===== src/rtl/bus_arbiter.sv =====
// Round-robin arbiter for four bus masters using an active-low request/grant handshake.
// Inputs are registered before arbitration; all outputs come straight from flops.
module bus_arbiter #(
    parameter int MASTERS    = 4,
    parameter int HOLD_LIMIT = 16
) (
    input  logic               clk,
    input  logic               reset_,
    input  logic [MASTERS-1:0] busReq_,
    input  logic               busAs_,
    output logic [MASTERS-1:0] busGrnt_,
    output logic [1:0]         busOwner,
    output logic               ownerValid
);

    typedef enum logic {
        IDLE  = 1'b0,
        OWNED = 1'b1
    } state_t;

    localparam logic [MASTERS-1:0] ONE_HOT0 = MASTERS'(1);
    localparam logic [7:0]         LIMIT    = 8'(HOLD_LIMIT);

    state_t             state_q, state_d;
    logic [1:0]         last_q, last_d;
    logic [1:0]         owner_q, owner_d;
    logic [7:0]         hold_q, hold_d;
    logic [MASTERS-1:0] grnt_q, grnt_d;
    logic [MASTERS-1:0] req_q;
    logic               as_idle_q;

    logic       found;
    logic [1:0] win;
    logic [1:0] idx;
    logic       others;
    logic       release_own;
    logic       preempt;

    always_ff @(posedge clk) begin
        if (!reset_) begin
            state_q   <= IDLE;
            last_q    <= 2'd3;
            owner_q   <= 2'd0;
            hold_q    <= 8'd0;
            grnt_q    <= '1;
            req_q     <= '0;
            as_idle_q <= 1'b1;
        end else begin
            state_q   <= state_d;
            last_q    <= last_d;
            owner_q   <= owner_d;
            hold_q    <= hold_d;
            grnt_q    <= grnt_d;
            req_q     <= ~busReq_;
            as_idle_q <= busAs_;
        end
    end

    // The current owner (== last) is only eligible at the tail of the search when idle.
    always_comb begin
        found = 1'b0;
        win   = last_q;
        idx   = last_q;
        for (int k = 1; k <= MASTERS; k++) begin
            idx = last_q + 2'(k);
            if (!found && req_q[idx] && (k < MASTERS || state_q == IDLE)) begin
                found = 1'b1;
                win   = idx;
            end
        end
    end

    assign others      = |(req_q & ~(ONE_HOT0 << last_q));
    assign release_own = !req_q[last_q];
    assign preempt     = (LIMIT != 8'd0) && (hold_q >= LIMIT) && others && as_idle_q;

    always_comb begin
        state_d = state_q;
        last_d  = last_q;
        owner_d = owner_q;
        hold_d  = hold_q;
        grnt_d  = grnt_q;
        case (state_q)
            IDLE: begin
                if (found) begin
                    state_d = OWNED;
                    last_d  = win;
                    owner_d = win;
                    grnt_d  = ~(ONE_HOT0 << win);
                    hold_d  = 8'd0;
                end
            end
            OWNED: begin
                if (release_own || preempt) begin
                    if (found) begin
                        last_d  = win;
                        owner_d = win;
                        grnt_d  = ~(ONE_HOT0 << win);
                        hold_d  = 8'd0;
                    end else begin
                        state_d = IDLE;
                        grnt_d  = '1;
                    end
                end else if (hold_q != 8'hFF) begin
                    hold_d = hold_q + 8'd1;
                end
            end
            default: begin
                state_d = IDLE;
                grnt_d  = '1;
            end
        endcase
    end

    assign busGrnt_   = grnt_q;
    assign busOwner   = owner_q;
    assign ownerValid = (state_q == OWNED);

endmodule

===== config.mk =====
export PLATFORM = sky130hd
export DESIGN_NAME = bus_arbiter
export DESIGN_NICKNAME = d
export VERILOG_FILES = /design/src/rtl/bus_arbiter.sv
export SDC_FILE = /design/constraint.sdc
export NUM_CORES = 1
export LEC_CHECK = 0
export ABC_AREA = 1
export BUFFER_PORTS_ARGS = -buffer_cell sky130_fd_sc_hd__buf_2
export CORE_MARGIN = 2
export CORE_UTILIZATION = 30
export DETAILED_ROUTE_END_ITERATION = 7
export HOLD_SLACK_MARGIN = 0.12
export PLACE_DENSITY = 0.5
export SETUP_SLACK_MARGIN = 0.5
export SYNTH_ARGS = -nofsm -noshare
export SYNTH_HDL_FRONTEND = slang
export SYNTH_SLANG_ARGS = --single-unit

===== constraint.sdc =====
create_clock -name clk -period 3.55 [get_ports clk]
set_clock_uncertainty 0.05 [all_clocks]
set_input_delay 0.71 -clock clk [delete_from_list [all_inputs] [get_ports clk]]
set_output_delay 0.71 -clock clk [all_outputs]
set_load 0.01 [all_outputs]

# Word level (Yosys, flattened, before mapping)
# Cells that the tools add are included.
# word_totals
register_bits	22
elab_cells	73
input_bits	7
output_inout_bits	7
# classes
add_sub_neg	4
magnitude_cmp	5
eq_ne	4
n_shift	2
muxes	33
reduce_logical	13
n_bitwise	5
# op_table
cell	count
2-to-1 mux 8 bit	3
2-to-1 mux 2 bit	8
one-hot mux 8 bit (2 select lines)	1
< comparator 2 x 3 -> 1 bit (second input constant)	4
2-to-1 mux 4 bit	3
NOT 4 bit	3
2-to-1 mux 1 bit	10
adder 8 x 1 -> 8 bit (second input constant)	1
binary-select mux 1 bit (select 2 bit)	4
greater-or-equal comparator 8 x 5 -> 1 bit (second input constant)	1
inequality test 8 bit (second input constant)	1
one-hot mux 2 bit (2 select lines)	2
one-hot mux 4 bit (2 select lines)	1
<< shifter 1 x 2 -> 4 bit (first input constant)	2
logical AND 1 bit	6
adder 2 bit (second input constant)	2
bitwise AND 4 bit	1
logical NOT 1 bit	4
OR reduction 4 bit	1
inequality test 3 x 1 -> 1 bit (second input constant)	1
adder 2 x 1 -> 2 bit (second input constant)	1
inequality test 2 x 1 -> 1 bit (second input constant)	1
inequality test 2 bit (second input constant)	1
one-hot mux 1 bit (2 select lines)	1
other kinds (3)	3

# Longest topological paths before layout
# depth
ltp_word	19
ltp_mapped	15
ltp_nobuf	14

# Worst setup path after synthesis
# No wires, ideal clock.
# synth_path
path_kind	register to register
startpoint	register last_q[0]
endpoint	register grnt_q[1], in the netlist busGrnt_[1]
path_slack_ps	1611
required_ps	3381
period_less_slack_ps	1939
setup_time_ps	119
arrival_ps	1770
path_stages_with_launch	13
n_path_buf	1
cell_sequence	dfxtp_1 buf_6 inv_8 ha_1 inv_2 nand3_4 nand2_4 nor2_8 nand2_1 nand2_1 nand2_1 o21ai_0 nand2_1
# synth_via
elab_chain_len	19
elab_cells_between_ends	43
cone_classes	add/sub: 3; eq/ne: 2; shift: 2; mux: 20; bitwise: 3; reduce/logical: 13
# synth_rtl
item	line_no	text
from (decl)	25	logic [1:0] last_q, last_d;
from (signal assigned)	50	last_q <= last_d;
adder 2 x 1 -> 2 bit	65	idx = last_q + 2'(k);
binary-select mux 1 bit (select 2 bit)	66	if (!found && req_q[idx] && (k < MASTERS || state_q == IDLE)) begin
2-to-1 mux 1 bit (not written as such)	66	
2-to-1 mux 1 bit	66	
logical NOT 1 bit	66	
logical AND 1 bit	66	
2-to-1 mux 1 bit	66	
logical NOT 1 bit	66	
[... 2 more ...]	n/a	
logical NOT 1 bit	66	
logical AND 1 bit (2 in series)	66	
2-to-1 mux 2 bit	66	
<< shifter 1 x 2 -> 4 bit	89, 98	
NOT 4 bit	89, 98	
2-to-1 mux 4 bit	95	if (found) begin
2-to-1 mux 4 bit	94	if (release_own || preempt) begin
one-hot mux 4 bit (2 select lines)	83	case (state_q)
to (signal assigned)	53	grnt_q <= grnt_d;
to (decl)	28	logic [MASTERS-1:0] grnt_q, grnt_d;
# Several ways; a longest one is shown, not always the timed one. The select of a mux whose other input is x is not followed.
# A chain may end at the register's enable or synchronous reset.

# Worst setup path in the final report
# Same ends and word-level chain as after synthesis.

==> flow_metrics.tcl <==
set metrics [dict create \
    power_density_nw_per_um2 861 \
    worst_pin_slew_ns 0.594 \
    core_sq_um 4820 \
    cts_inserted_buffers 3 \
    syn_inst 218 \
    hold_buffers 0 \
    r2r_end "busGrnt_[1]$_SDFFE_PN1P_" \
    io_pins 14 \
    grt-ovfl-total 0 \
    cts_resized 0 \
    crit_path_end_kind "flip-flop" \
    internal_power_mw 0.745 \
    postRouteAntennaNets 0 \
    grt_start_max_net_pins 19 \
    pwr-share-clk_pct 15.9 \
    synth_seq_cells 22 \
    grt_pass1_wl_microns 5350 \
    place_congestion 0.762 \
    r2r_start "last_q[0]$_SDFFE_PN1P_" \
    hp-class "flip-flop to flip-flop" \
    fin_crit_sh_pct 67.8 \
    hold_viol 0 \
    leakagePower_nw 0.805 \
    clkSlewWorstSetupHoldPaths_ns 0.09 \
    yosysTopAreaCell "dfxtp_1" \
    dieArea_sq_um 5670 \
    route.met3.wl_microns 45 \
    cts.sinks 22 \
    pwr-share-seq_pct 24.5 \
    slowest_stage "dfxtp_1" \
    yosysWarnings 0 \
    cp_top_family "simple AND/OR/NAND/NOR gates" \
    syn_area_sq_um 1530 \
    fillers 559 \
    io_buffers 13 \
    critPathMaxFanout 18 \
    first_global_vias 1243 \
    p_comb_share_pct 59.6 \
    setup_tns_ns 0 \
    crit_path_start_kind "flip-flop" \
    wire_per_inst_microns 10.3 \
    fmax_mhz 415 \
    rows 25 \
    cp.required_ns 3.66 \
    finalCriticalPeriod_ns 2.41 \
    cts_setup_buffers 0 \
    p_sw_share_pct 49.5 \
    most-common-layout-cells "64 x nand2_1, 29 x inv_1, 24 x nand3_1" \
    drive_above_1_share_pct 23.4 \
    die_h_microns 75.3 \
    crit_chain "inv_8 > ha_1 > inv_2 > nand3_4 > nand2_4 > nor2_8 > nand3_4 > nand2_4 > nand2_1 > o21ai_0 > nand2_1" \
    hold-path-endpoint "busOwner[1]$_SDFFE_PN0P_" \
    critPathMaxStageDelay_ns 0.70 \
    min_from "busOwner[1]$_SDFFE_PN0P_" \
    antenna_found_initial 0 \
    cts-root-buf "clkbuf_8" \
    max_slew_margin_pct 60.3 \
    routed_wl_microns 3060 \
    fin_ws_ns 1.14 \
    post-place-ws_ns 1.12 \
    reg2reg_setup_slack_ns 1.14 \
    synth_top_area_share_pct 28.9 \
    p_sw_mw 0.729 \
    ir_drop_uv 296 \
    drc 0 \
    layout_commonest_cell "nand2_1" \
    cts_tree "built" \
    areaGrowthSynthToFinish_pct 12.1 \
    hpwlAfterDp_microns 2390 \
    nets 245 \
    syn_area_per_cell_sq_um 7.00 \
    fin_hold_ws_ns 0.426 \
    drtIter0Drc 61 \
    synth.distinct_cells 27 \
    maxSlewViolCount 0 \
    hold_depth 2 \
    synth_area_leaders "dfxtp_1 29%, nand2_1 16%, nand3_1 7.9%" \
    top_layer_used "met4" \
    syn_nets 231 \
    setup_violations 0 \
    status "finished, final reports clean" \
    clock_latency_ns 0.27 \
    initial_core_util_pct 31.7 \
    cts_htree_levels 1 \
    vias 1290 \
    r2r_cells 11 \
    crit_type "flip-flop to flip-flop" \
    dr.pass1.iters 4 \
    crit_buf_inv 2 \
    grt_usage_pct 12.2 \
    met2_length_microns 1420 \
    antennaDiodeCount 0 \
    die_w_microns 75.3 \
    cap_violations 0 \
    rsz0062_at_grt "no" \
    via_per_inst 4.33 \
    crit_arrival_ns 2.52 \
    wl_met1_microns 1550 \
    cts_buffer_depth 2 \
    yosysSeqAreaShare_pct 28.9 \
]
## how the worst max path moves through the flow
stage                                start  slack, ns                       end  depth (start not counted)
floorplan           last_q[0]$_SDFFE_PN1P_       1.61  busGrnt_[1]$_SDFFE_PN1P_                         12
global placement    last_q[0]$_SDFFE_PN1P_       1.19  busGrnt_[3]$_SDFFE_PN1P_                         11
detailed placement  last_q[0]$_SDFFE_PN1P_       1.12  busGrnt_[3]$_SDFFE_PN1P_                         11
CTS                 last_q[0]$_SDFFE_PN1P_       1.12  busGrnt_[1]$_SDFFE_PN1P_                         11
global route        last_q[0]$_SDFFE_PN1P_       0.91  busGrnt_[3]$_SDFFE_PN1P_                         11
finish              last_q[0]$_SDFFE_PN1P_       1.14  busGrnt_[1]$_SDFFE_PN1P_                         11
## flip-flops by register name, indices dropped and copies added (netlist names)
signal and flops:
as_idle_q 1, busOwner 2, ownerValid 1, last_q 2
req_q 4, hold_q 8, busGrnt_ 4
## cell usage after synthesis
master	n
or2_2	2
inv_2	2
inv_1	29
dfxtp_1	22
nand2_1	64
nand4_1	2
nand2_4	6
buf_8	1
clkbuf_1	1
nand2_2	8
nand3_4	3
nor2_8	1
inv_8	1
a21boi_0	1
nor4_2	1
buf_2	1
a21oi_2	7
buf_6	1
xor2_1	1
nand3_2	4
nand3b_1	1
nor2_1	18
a21oi_1	3
o21ai_0	6
nor2_4	2
ha_1	6
nand3_1	24
## per-stage QoR
step	cells	instance area [sq um]	utilization, %	power, mW
after global placement	294	1640	34.1	1.26
after detailed placement	294	1640	34.1	1.26
after global routing	298	1710	35.5	1.64
after CTS	298	1710	35.5	1.50
final	298	1710	35.5	1.47
after floorplan	218	1530	-	1.13
## power by group through the flow
stage,Clock (mW),Sequential [mW],Combinational (mW)
finish,0.235,0.361,0.878
global route,0.251,0.369,1.02
CTS,0.242,0.363,0.895
detailed placement,0,0.369,0.893
global placement,0,0.370,0.886
floorplan,0,0.351,0.776
## final cells by class
cell class	instances	area [sq um]	area share (%)
repair buffers	13	65.1	3.80
clock inverters	1	30.0	1.75
inverters	32	128	7.46
clock buffers	3	41.3	2.41
flip-flops and latches	22	440	25.7
well taps	67	83.8	4.90
multi-input cells	160	923	53.9
## routing by layer
metal / vias up / track usage (%)
li1: 706 / -
met1: 570 / 15.9
met2: 10 / 20.6
met3: 4 / 1.59
met4: 0 / 4.68
met5: - / 0
## tightest hold or removal path, cell delays in order, from the launching register on
cell and delay, ns:
dfxtp_1 0.33, nand2_2 0.07, a21oi_2 0.05
## kinds of logic (layout without fill, tap and decap cells)
group                    Yosys count  after routing  share of synthesized area [%]
AND/OR/NAND/NOR                  136            136                           47.5
buffers and inverters             36             49                           10.7
flip-flops                        22             22                           28.9
AO/OA/AOI/OAI                     17             17                           7.46
adder cells (fa/ha/maj)            6              6                           4.92
XOR/XNOR                           1              1                          0.574
Note: power is estimated with default switching activity, not from simulation.
